[src/rtl/operand_fetch_pkg.sv]
// Shared types and instruction field positions for the operand fetch block.
package operand_fetch_pkg;

  typedef enum logic [1:0] {
    IDLE  = 2'd0,
    FETCH = 2'd1,
    HOLD  = 2'd2
  } state_t;

  localparam int RS_MSB  = 25;
  localparam int RS_LSB  = 21;
  localparam int RT_MSB  = 20;
  localparam int RT_LSB  = 16;
  localparam int RD_MSB  = 15;
  localparam int RD_LSB  = 11;
  localparam int IMM_MSB = 15;

endpackage

[src/rtl/operand_fwd_mux.sv]
// Per-operand source select: hardwired zero register, same-edge writeback, or regfile read.
module operand_fwd_mux #(
  parameter int width     = 32,
  parameter int addrWidth = 5
) (
  input  logic [addrWidth-1:0] i_srcAddr,
  input  logic                 i_wbWe,
  input  logic [addrWidth-1:0] i_wbAddr,
  input  logic [width-1:0]     i_wbData,
  input  logic [width-1:0]     i_rfData,
  output logic [width-1:0]     o_operand
);

  always_comb begin
    o_operand = i_rfData;
    if (i_srcAddr == '0)
      o_operand = '0;
    else if (i_wbWe && (i_wbAddr == i_srcAddr))
      o_operand = i_wbData;
  end

endmodule

[src/rtl/operand_fetch.sv]
// Register-file read initiator: latches the instruction, captures forwarded operands, hands them off via valid/ready.
// Optional: OPERAND_FETCH_HOLD_REFRESH_EN lets writebacks refresh held operands while waiting in HOLD.
module operand_fetch
  import operand_fetch_pkg::*;
#(
  parameter int width     = 32,
  parameter int addrWidth = 5
) (
  input  logic                 clk,
  input  logic                 rstN,
  input  logic [31:0]          instr,
  input  logic                 instrValid,
  output logic                 instrReady,
  output logic [addrWidth-1:0] readAddr0,
  output logic [addrWidth-1:0] readAddr1,
  input  logic [width-1:0]     rfData0,
  input  logic [width-1:0]     rfData1,
  input  logic                 wbWe,
  input  logic [addrWidth-1:0] wbAddr,
  input  logic [width-1:0]     wbData,
  output logic [width-1:0]     opA,
  output logic [width-1:0]     opB,
  output logic [width-1:0]     opImm,
  output logic [addrWidth-1:0] opRd,
  output logic [addrWidth-1:0] opRt,
  output logic                 opValid,
  input  logic                 opReady
);

  state_t           r_state;
  state_t           w_next;
  logic [31:0]      r_instr;
  logic             w_accept;
  logic [width-1:0] w_src0, w_src1, w_fwdA, w_fwdB;
  logic             w_unused;

  assign w_unused   = ^r_instr[31:26];
  assign readAddr0  = r_instr[RS_MSB:RS_LSB];
  assign readAddr1  = r_instr[RT_MSB:RT_LSB];
  assign instrReady = (r_state == IDLE) || ((r_state == HOLD) && opReady);
  assign w_accept   = instrValid && instrReady;

  // In HOLD the held operand stands in for the regfile so the same mux yields the refresh value.
  assign w_src0 = (r_state == HOLD) ? opA : rfData0;
  assign w_src1 = (r_state == HOLD) ? opB : rfData1;

  operand_fwd_mux #(.width(width), .addrWidth(addrWidth)) u_fwd_a (
    .i_srcAddr(readAddr0), .i_wbWe(wbWe), .i_wbAddr(wbAddr), .i_wbData(wbData),
    .i_rfData(w_src0), .o_operand(w_fwdA)
  );

  operand_fwd_mux #(.width(width), .addrWidth(addrWidth)) u_fwd_b (
    .i_srcAddr(readAddr1), .i_wbWe(wbWe), .i_wbAddr(wbAddr), .i_wbData(wbData),
    .i_rfData(w_src1), .o_operand(w_fwdB)
  );

  always_ff @(posedge clk or negedge rstN) begin
    if (!rstN) r_state <= IDLE;
    else       r_state <= w_next;
  end

  always_comb begin
    w_next = r_state;
    case (r_state)
      IDLE:    if (w_accept) w_next = FETCH;
      FETCH:   w_next = HOLD;
      HOLD:    if (opReady) w_next = w_accept ? FETCH : IDLE;
      default: w_next = IDLE;
    endcase
  end

  always_ff @(posedge clk or negedge rstN) begin
    if (!rstN) begin
      r_instr <= '0;
      opA     <= '0;
      opB     <= '0;
      opImm   <= '0;
      opRd    <= '0;
      opRt    <= '0;
      opValid <= 1'b0;
    end else begin
      if (w_accept) r_instr <= instr;
      case (r_state)
        FETCH: begin
          opA     <= w_fwdA;
          opB     <= w_fwdB;
          opImm   <= {{(width-IMM_MSB-1){r_instr[IMM_MSB]}}, r_instr[IMM_MSB:0]};
          opRd    <= r_instr[RD_MSB:RD_LSB];
          opRt    <= r_instr[RT_MSB:RT_LSB];
          opValid <= 1'b1;
        end
        HOLD: begin
`ifdef OPERAND_FETCH_HOLD_REFRESH_EN
          opA <= w_fwdA;
          opB <= w_fwdB;
`endif
          if (opReady) opValid <= 1'b0;
        end
        default: ;
      endcase
    end
  end

endmodule

[config.mk]
export PLATFORM = sky130hd
export DESIGN_NAME = operand_fetch
export DESIGN_NICKNAME = d
export VERILOG_FILES = /design/src/rtl/operand_fetch_pkg.sv /design/src/rtl/operand_fwd_mux.sv /design/src/rtl/operand_fetch.sv
export SDC_FILE = /design/constraint.sdc
export NUM_CORES = 1
export LEC_CHECK = 0
export CELL_PAD_IN_SITES_DETAIL_PLACEMENT = 1
export CELL_PAD_IN_SITES_GLOBAL_PLACEMENT = 2
export CORE_MARGIN = 2
export CORE_UTILIZATION = 28
export CTS_BUF_LIST = sky130_fd_sc_hd__clkbuf_4
export DETAILED_ROUTE_END_ITERATION = 7
export GPL_ROUTABILITY_DRIVEN = 0
export HOLD_SLACK_MARGIN = 0.02
export MAX_ROUTING_LAYER = met4
export PLACE_DENSITY = 0.87
export SLEW_MARGIN = 20
export SYNTH_ARGS = -nofsm -noshare
export SYNTH_HDL_FRONTEND = slang
export SYNTH_SLANG_ARGS = --single-unit
[constraint.sdc]
create_clock -name clk -period 2.4 [get_ports clk]
set_input_delay 0.36 -clock clk [delete_from_list [all_inputs] [get_ports clk]]
set_output_delay 0.36 -clock clk [all_outputs]
set_load 0.05 [all_outputs]
==> results of run 1 <==
## sequential cells by signal (all words and copies together), names as in the netlist
name,count
opRt,5
opImm,16
r_state,2
r_instr,26
opB,32
opValid,1
opA,32
## metal layers
layer	routed length (um)	GRT usage	share of wire
met3	1113	0.05342	0.055
met1	8659	0.2351	0.43
met5	0	-	0
met2	10110	0.3220	0.50
met4	469	0.06923	0.023
## cells by family (layout without fill, tap and decap cells)
kind of cell           after synthesis  count (layout)  synth area share
AO/OA/AOI/OAI                       70              70            0.1339
other                                0               1                 0
buffers and inverters               80             303           0.09004
XOR/XNOR                            10              10           0.01526
multiplexers                        46              46           0.09026
flip-flops                         114             114            0.4971
AND/OR/NAND/NOR                    207             207            0.1735
## worst min-delay path by stage
stage / to / from / slack [ps]
2_1_floorplan: opA[0]$_DFFE_PN0P_ / rstN / 60
3_3_place_gp: opA[5]$_DFFE_PN0P_ / rstN / 350
3_5_place_dp: opA[4]$_DFFE_PN0P_ / rstN / 360
4_1_cts: opA[4]$_DFFE_PN0P_ / rstN / 260
5_1_grt: opA[4]$_DFFE_PN0P_ / rstN / 270
6_report: opA[4]$_DFFE_PN0P_ / rstN / 300
## synthesized netlist by cell type (3+ instances only)
| cell type | instances | area [um^2] |
|---|---|---|
| and2_1 | 5 | 31.28 |
| buf_2 | 20 | 100.1 |
| buf_4 | 34 | 255.2 |
| buf_6 | 4 | 45.04 |
| buf_8 | 3 | 45.04 |
| clkbuf_1 | 16 | 60.06 |
| dfrtp_1 | 114 | 2853 |
| mux2_1 | 10 | 112.6 |
| mux2_2 | 36 | 405.4 |
| nand2_1 | 130 | 488.0 |
| nand4_1 | 64 | 400.4 |
| o211ai_1 | 14 | 105.1 |
| o211ai_2 | 50 | 625.6 |
| xor2_1 | 8 | 70.07 |
## power groups by stage
stage	Clock, mW	Combinational, mW	Sequential (mW)
after floorplan	0	2.45	5.43
after global placement	0	6.80	3.19
after detailed placement	0	6.94	3.25
after CTS	1.48	6.85	3.21
after global routing	1.57	7.05	3.30
final	1.38	6.79	3.19
## area by class of cell
cell class | count | area, um^2
diodes | 1 | 2.502
clock buffers | 17 | 127.6
clock inverters | 15 | 133.9
fillers | 2219 | 11620
inverters | 2 | 7.507
multi-input cells | 333 | 2395
flip-flops and latches | 114 | 2853
well taps | 270 | 337.8
repair buffers | 269 | 2693
## per-stage QoR
stage	total power, mW	worst slack (ps)	instances	hold WS (ps)
detailed placement	10.19	205.8	987	363.4
global route	11.92	41.96	1021	266.9
finish	11.37	189.8	1021	301.8
floorplan	7.871	166.4	527	64.41
CTS	11.54	101.8	1020	259.1
global placement	9.990	183.8	987	350.5
## what timing repair did
item	CTS	global route
endpoints found under the hold margin	32	0
hold buffers	1	0
endpoints found under the setup margin	18	0
gates resized for setup	18	0
## worst register-to-register path: cells and delay by family (launching register included)
family,cells,cell delay (ps)
DFF,1,460
and+or+nand+nor,2,770
buffers and inverters,1,300
AOI/OAI and AO/OA,2,220
==> run metrics, run 1 <==
Post-DP HPWL=14.48 mm; Std-Cell Rows=52; commonest cells after routing, fill and taps aside=229 x clkdlybuf4s50_1, 130 x nand2_1, 114 x dfrtp_1; final hold viol count=0; Longest Clk Path Bufs=2; setup TNS=0 ps; Starting Density=0.2846; r2r setup slk=550 ps; CTS Buf Count=17; synthesized area=~0.0057 mm^2; switching pwr=6.023 mW; Netlist cell types=26; Setup-failing EPs final=0; total grt overflow=0; Pleak=3.523 nW; worst setup path start=r_instr[22]$_DFFE_PN0P_; r2r worst-path depth=5; CTS tree=yes; Area Overhead vs Synth=48.96%; Starting DRT DRC Count=123; Synth Register Bits=114; Clock Pin Slew Worst Setup and Hold Paths=130 ps; Internal Power=~5.3 mW; Port-buffer cells=249; syn_nets=665; drt drc=0; Avg WL per Cell=19.93 um; FFs w/ async S/R, synth=1.000; commonest non-fill, non-tap cell in the layout=clkdlybuf4s50_1; die height=147.2 um; power density over the cells=1330 mW/mm^2; critical path startpoint category=register; VDD IR-drop max=564.0 uV; R2R Path Start=r_instr[17]$_DFFE_PN0P_; Setup Buffers After CTS=0; GRT Total Usage=0.1971; H-Tree Depth=4; worst path required time=2040 ps; Top FF cell, synth=dfrtp_1; first-pass GRT wire length=between 30 and 40 mm; Final Util=0.4239; vias in the first global route=5621; syn_area_per_cell=10.89 um^2; worst-path cell chain=clkdlybuf4s50_1; fin crit share=0.9209; status=complete, no violations; clock sinks=114; Max Freq=0.4524 GHz; Clock Latency Late Sink=540 ps; Synth Instances=527; RSZ-0062 raised after global routing=no; Final #Nets=875; combinational power share=0.597; Worst slew margin=0.5776; crit-path max FO=4; Seq/Total Area, Yosys=0.4971; HP Class=input pin to async pin; Core ar.=just over 0.02 mm^2; Chip Width=roughly 150 um; routed via count=4977; Buf+Inv Stages, Crit Path=1; RR Endpoint=opB[23]$_DFFE_PN0P_; crit-path leading delay family=buffers and inverters; Via-to-Cell Ratio=4.875; Area after DPL=approximately 0.0083 mm^2; CP Capture Point=readAddr0[1]; layout cell share with drive strength beyond 1=0.1947; critical path type=register to output pin; EDFF count, synth=0; Worst-Margin Slew=between 600 and 700 ps; Die ar.=about 0.022 mm^2; Reg power frac=0.281; root buffer cell=clkbuf_4; WP depth=1; antenna violations before repair=1; Post-DRT Antenna Nets=0; post-route cell area=between 0.008 and 0.009 mm^2; post-route minimum period=2210 ps; drt pass-1 iters=5; switching share of power=0.5298; max incr delay on CP=880 ps; Final Max Tran Viols=0; Clock Skews=9.711 ps; CP max stage cell=clkdlybuf4s50_1; clock power share=0.122; max_cap viols=0; synth warn=0; IO Count=256; Total Routed Length=around 20 mm; largest net degree at the start of global routing=67; critical path arrival=1850 ps; CP endpoint kind=output pin
No activity file was read; power rests on OpenSTA's default activity.
==> inputs of run 2 (changes only) <==
Settings changed: CORE_UTILIZATION 28 to 35, DONT_BUFFER_PORTS from default to 1, PLACE_DENSITY 0.87 to 0.72.
==> run 2 against run 1 <==
  * The flow now finishes with violations (hold timing)
  * Clock skew rose by 10 ps
  * Sequential power is 79% higher
  * Routed wire length shrank 6.6%
  * Flip-flop and latch count did not move
  * Final area fell by 13%
  * Worst hold slack worse by 790 ps
  * Clock power rose by 18%
  * Critical path type is now register to register
  * Largest power group is now sequential cells
==> run metrics, run 2 (synthesis results as in run 1) <==
status=finished, violations left; failing checks=hold timing; CTS Hold Buffers Added=130 (+129); Longest Clk Path Bufs=2 (unchanged); critical path startpoint category=register; Non-Filler Instances=852 (-17%); biggest regs=opA: 32 flops, opB: 32 flops, r_instr: 26 flops; Final Power=10.13 mW (-11%); Avg WL per Cell=22.30 um (+12%); setup TNS=0 ps (unchanged); Max Freq=0.4439 GHz (-1.9%); drt drc=0 (unchanged); root buffer cell=clkbuf_4; Worst slew margin=0.3867 (-0.1910); clock sinks=114 (unchanged); IO Count=256 (unchanged); power density over the cells=1367 mW/mm^2 (+2.8%); largest net degree at the start of global routing=115 (+72%); Final #Nets=760 (-13%); first-pass GRT wire length=29.97 mm (-6.4%); HP Class=input pin to async pin; crit-path max FO=32 (+28); R2R Path Start=r_instr[16]$_DFFE_PN0P_; r2r worst-path depth=6 (+1); layout cell share with drive strength beyond 1=0.2394 (+0.04470); Via-to-Cell Ratio=5.311 (+9.0%); Hold Slack=-487.4 ps (-789.2 ps); switching share of power=0.5544 (+0.02458); fin crit share=0.9387 (+0.01774); worst path required time=2870 ps (+830 ps); Port-buffer cells=0 (-100%); total grt overflow=0 (unchanged); post-route minimum period=2253 ps (+42.57 ps); Starting DRT DRC Count=156 (+27%); Std-Cell Rows=46 (-12%); clock power share=0.161 (+0.039); vias in the first global route=5192 (-7.6%); final hold viol count=114 (+114); Clock Latency Late Sink=540 ps (about the same); drt pass-1 iters=4 (-1); Pleak=3.134 nW (-11%); Clock Skews=19.72 ps (+10.01 ps); max_cap viols=0 (unchanged); Total Routed Length=19.00 mm (-6.6%); Inst Count DP=689 (-30%); Setup-failing EPs final=0 (unchanged); GRT Total Usage=0.2285 (+0.03144); Post-DP HPWL=11.51 mm (-21%); Final Util=0.4648 (+0.04088); CTS Buf Count=17 (unchanged); H-Tree Depth=4 (unchanged); CP endpoint kind=register; antenna violations before repair=1 (unchanged); CTS tree=yes; Internal Power=4.512 mW (-16%); Area after DPL=0.005781 mm^2 (-30%); combinational power share=0.274 (-0.323); Core ar.=0.01594 mm^2 (-21%); Post-Place Setup Slack=400.3 ps (+194.5 ps); die height=132.1 um (-10%); Post-DRT Antenna Nets=0 (unchanged); post-route cell area=0.007410 mm^2 (-13%); r2r setup slk=150 ps (-400 ps); Area Overhead vs Synth=29.10%; Final Max Tran Viols=0 (unchanged); critical path type=register to register; Die ar.=0.01744 mm^2 (-19%); Chip Width=132.1 um (-10%); RR Endpoint=opB[6]$_DFFE_PN0P_; commonest cells after routing, fill and taps aside=130 x nand2_1, 130 x dlygate4sd3_1, 113 x dfrtp_1; VDD IR-drop max=979.0 uV (+74%); Starting Density=0.3600 (+0.07544); Setup Buffers After CTS=0 (unchanged); final worst setup slack=147.2 ps (-42.57 ps); switching pwr=5.613 mW (-6.8%); RSZ-0062 raised after global routing=no; critical path arrival=2720 ps (+870 ps); Worst-Margin Slew=920.0 ps (+286.5 ps); routed via count=4525 (-9.1%); Clock Pin Slew Worst Setup and Hold Paths=110 ps (-20 ps); Reg power frac=0.565 (+0.284)
run 2: changes by cell type in the layout (fill, tap and decap cells not counted), sizes merged, moves of 3 or more:
cell           previous run  this run
inv                      14         2
clkbuf                   17        21
bufinv                    0         4
buf                      21        24
clkinv                    1         6
clkdlybuf4s50           229         0
dlygate4sd2              18         0
dlygate4sd3               1       130
run 2: worst max path at each step:
stage,startpoint,to,slack (ps),cells after the start
floorplan,r_state[1]$_DFFE_PN0P_,r_instr[16]$_DFFE_PN0P_,170,6
global placement,r_instr[17]$_DFFE_PN0P_,opB[20]$_DFFE_PN0P_,480,5
detailed placement,r_state[1]$_DFFE_PN0P_,opA[14]$_DFFE_PN0P_,400,5
CTS,r_instr[17]$_DFFE_PN0P_,opB[5]$_DFFE_PN0P_,80,5
global route,r_instr[16]$_DFFE_PN0P_,opB[29]$_DFFE_PN0P_,20,6
finish,r_instr[16]$_DFFE_PN0P_,opB[6]$_DFFE_PN0P_,150,6
run 2: power groups by stage:
| stage | registers, mW | logic [mW] | clock network, mW |
|---|---|---|---|
| after floorplan | 5.43 | 2.45 | 0 |
| after global placement | 5.72 | 2.41 | 0 |
| after detailed placement | 5.76 | 2.52 | 0 |
| after CTS | 5.72 | 2.76 | 1.68 |
| after global routing | 5.81 | 2.98 | 1.77 |
| final | 5.72 | 2.77 | 1.63 |
run 2: routing by layer:
layer  vias up  routed length, um  GRT usage
li1       2034                  -          -
met1      2315               7368     0.2484
met2       155              10200     0.3996
met3        21               1166    0.06997
met4         0                263    0.07126
met5         -                  0          -
run 2: timing repair:
item	4_1_cts	5_1_grt
resized for setup	0	1
endpoints found under the hold margin	207	114
endpoints found under the setup margin	0	3
run 2: cell type report:
class	count	area, um^2
inverters	2	7.507
clock buffers	21	157.7
well taps	216	270.3
clock inverters	11	161.4
repair buffers	154	1551
diodes	1	2.502
fillers	1755	8533
multi-input cells	333	2402
flip-flops and latches	114	2856
run 2: worst max-delay path, stage by stage, from the launching register on:
cell and delay, ps:
dfrtp_1 430, xor2_1 190, nor4_4 290, buf_4 420, nand4_1 170, o211ai_2 110, dlygate4sd3_1 570
==> inputs of run 3 (changes only) <==
Settings changed: PLACE_DENSITY 0.72 to default, PLACE_DENSITY_LB_ADDON from default to 0.15.
==> run 3 against run 2 <==
  * The flow now stops in clock tree synthesis (4_1_cts)
  * Area after synthesis unchanged
  * Synthesized cell count unchanged
==> run metrics, run 3 <==
Seq/Total Area, Yosys=0.4971 (unchanged); top-count cell post-synth=nand2_1; Setup Buffers After CTS=0 (unchanged); die height=132.1 um (unchanged); Resized cells post-CTS=0 (unchanged); clock sinks=114 (unchanged); status=aborted with a tool error; EDFF count, synth=0 (unchanged); H-Tree Depth=4 (unchanged); Chip Width=132.1 um (unchanged); synthesized area=0.005739 mm^2 (unchanged); CTS Buf Count=17 (unchanged); Top FF cell, synth=dfrtp_1; Starting Density=0.3600 (unchanged); commonest cells in the synthesized netlist=130 x nand2_1, 114 x dfrtp_1, 64 x nand4_1, 50 x o211ai_2, 36 x mux2_2; syn_nets=665 (unchanged); Fail Step=clock tree synthesis (4_1_cts); syn_area_per_cell=10.89 um^2 (unchanged); root buffer cell=clkbuf_4; Synth top area share=0.4971 (unchanged); top post-synthesis cells by area=dfrtp_1 50%, o211ai_2 11%, nand2_1 8.5%; FFs w/ async S/R, synth=1.000 (unchanged); Synth Register Bits=114 (unchanged); leading area contributor after synthesis=dfrtp_1; CTS Hold Buffers Added=146 (+12%); Netlist cell types=26 (unchanged); Tool Error=[ERROR RSZ-0060] Max buffer count reached.; Post-DP HPWL=11.69 mm (+1.6%); Std-Cell Rows=46 (unchanged); Port-buffer cells=0 (unchanged); Longest Clk Path Bufs=2 (unchanged); IO Count=256 (unchanged); Synth Instances=527 (unchanged); synth warn=0 (unchanged)
## run 3: kinds of logic after synthesis
group | after synthesis | synth area share
xor gates and xnor gates | 10 | 0.01526
AOI/OAI and AO/OA | 70 | 0.1339
DFF | 114 | 0.4971
buffers and inverters | 80 | 0.09004
muxes | 46 | 0.09026
and+or+nand+nor | 207 | 0.1735
## run 3: per-stage QoR
stage | area [um^2] | instances | utilization | hold slack (ps) | setup WS (ps)
floorplan | 5739 | 527 | - | 64.41 | 166.4
global placement | 5824 | 695 | 0.3653 | 67.01 | 551.4
detailed placement | 5824 | 695 | 0.3653 | 67.45 | 525.2
==> inputs of run 4 (changes only) <==
Settings changed: CELL_PAD_IN_SITES_DETAIL_PLACEMENT 1 to default, CELL_PAD_IN_SITES_GLOBAL_PLACEMENT 2 to default, CORE_UTILIZATION 35 to 20, CTS_BUF_LIST sky130_fd_sc_hd__clkbuf_4 to default, HOLD_SLACK_MARGIN 0.02 to default, MAX_ROUTING_LAYER met4 to default.
==> run 4 against run 3 <==
  * The flow now finishes, with violations (hold timing)
==> run metrics, run 4 (synthesis results as in run 1) <==
worst path required time=2040 ps; Resized cells post-CTS=0 (unchanged); post-route cell area=0.006621 mm^2; max incr delay on CP=490 ps; Area Overhead vs Synth=15.37%; critical path type=register to output pin; largest net degree at the start of global routing=around 120; die height=173.4 um (+31%); Chip Width=173.4 um (+31%); Setup Buffers After CTS=0 (unchanged); Max Freq=0.4709 GHz; r2r worst-path depth=5; H-Tree Depth=4 (unchanged); status=finished, violations left; setup TNS=0 ps; IO Count=256 (unchanged); Longest Clk Path Bufs=2 (unchanged); biggest regs=opA: 32 flops, opB: 32 flops, r_instr: 26 flops; CTS tree=yes; routed via count=4013; antenna violations before repair=0; vias in the first global route=4311; Worst slew margin=0.3811; CP max stage cell=buf_16; Port-buffer cells=0 (unchanged); critical path arrival=roughly 1800 ps; CTS Buf Count=17 (unchanged); Clock Latency Late Sink=420 ps; R2R Path Start=r_instr[16]$_DFFE_PN0P_; commonest non-fill, non-tap cell in the layout=nand2_1; power density over the cells=1632 mW/mm^2; first-pass GRT wire length=29.35 mm; commonest cells after routing, fill and taps aside=130 x nand2_1, 113 x dfrtp_1, 64 x nand4_1; Starting DRT DRC Count=236; crit-path leading delay family=buffers and inverters; worst setup path start=opImm[15]$_DFFE_PN0P_; Post-DRT Antenna Nets=0; Avg WL per Cell=21.88 um; Final #Nets=about 640; final hold viol count=around 110; Post-DP HPWL=13.68 mm (+17%); VDD IR-drop max=1490 uV; layout cell share with drive strength beyond 1=0.3078; Worst-Margin Slew=928.3 ps; Core ar.=0.02847 mm^2; CP endpoint kind=output pin; r2r setup slk=600 ps; Hold Slack=-373.0 ps; n_diodes=0; Setup-failing EPs final=0; Area after DPL=0.006030 mm^2 (+3.5%); crit-path max FO=10; Final Max Tran Viols=0; Clock Pin Slew Worst Setup and Hold Paths=70 ps; drt pass-1 iters=4; Std-Cell Rows=62 (+35%); worst-path cell chain=buf_12 > buf_16; GRT Total Usage=0.1307; Via-to-Cell Ratio=between 4 and 5; drt drc=0; clock sinks=114 (unchanged); Buf+Inv Stages, Crit Path=2; WP depth=2; post-route minimum period=2124 ps; max_cap viols=0; Total Routed Length=19.56 mm; HP Class=input pin to async pin; root buffer cell=clkbuf_16; Pleak=about 2.7 nW; RSZ-0062 raised after global routing=no; Die ar.=0.03007 mm^2; failing checks=hold timing; fin crit share=0.8849; Starting Density=0.2016 (-0.1584); total grt overflow=0; Clock Skews=between 9 and 10 ps; critical path startpoint category=register
==> run 4: path summary, 6_finish.rpt <==
path,to
min reg2reg,r_instr[11]$_DFFE_PN0P_
min in group clk,r_instr[15]$_DFFE_PN0P_
min,r_instr[4]$_DFFE_PN0P_
max reg2reg,opB[20]$_DFFE_PN0P_
max,opImm[20]
max in group asynchronous,opB[14]$_DFFE_PN0P_
==> run 4: through the flow <==
step / power [mW] / setup WS (ps) / instances / hold WS, ps / utilization
3_5_place_dp: 8.314 / 539.9 / 862 / 67.15 / 0.2118
4_1_cts: 10.96 / 241.5 / 894 / -404.8 / 0.2326
2_1_floorplan: 7.871 / 166.4 / 527 / 64.41 / -
5_1_grt: 11.30 / 214.2 / 894 / -406.4 / 0.2326
6_report: 10.81 / 276.3 / 894 / -373.0 / 0.2326
3_3_place_gp: 8.251 / 604.6 / 862 / 67.02 / 0.2118
==> run 4: area by class of cell <==
cell class / instances / area [um^2]
tap: 384 / 480.5
clock buffer: 17 / 425.4
fill: 3065 / 21850
multi-input combinational: 333 / 2397
timing repair buffer: 29 / 287.8
sequential: 114 / 2856
inverter: 2 / 7.507
clock inverter: 15 / 166.4
==> run 4: per-layer routing <==
layer / wire, um / up-vias / track usage
li1: - / 1792 / -
met1: 8351 / 2028 / 0.1612
met2: 9253 / 174 / 0.2080
met3: 1590 / 19 / 0.05154
met4: 369 / 0 / 0.04484
met5: 0 / - / 0
==> run 4: report_power, final <==
part | leakage [nW] | total (mW) | internal [mW] | switching, mW
registers | 1.38 | 5.68 | 2.64 | 3.04
clock network | 0.288 | 2.58 | 1.48 | 1.11
logic | 1.06 | 2.55 | 0.839 | 1.71
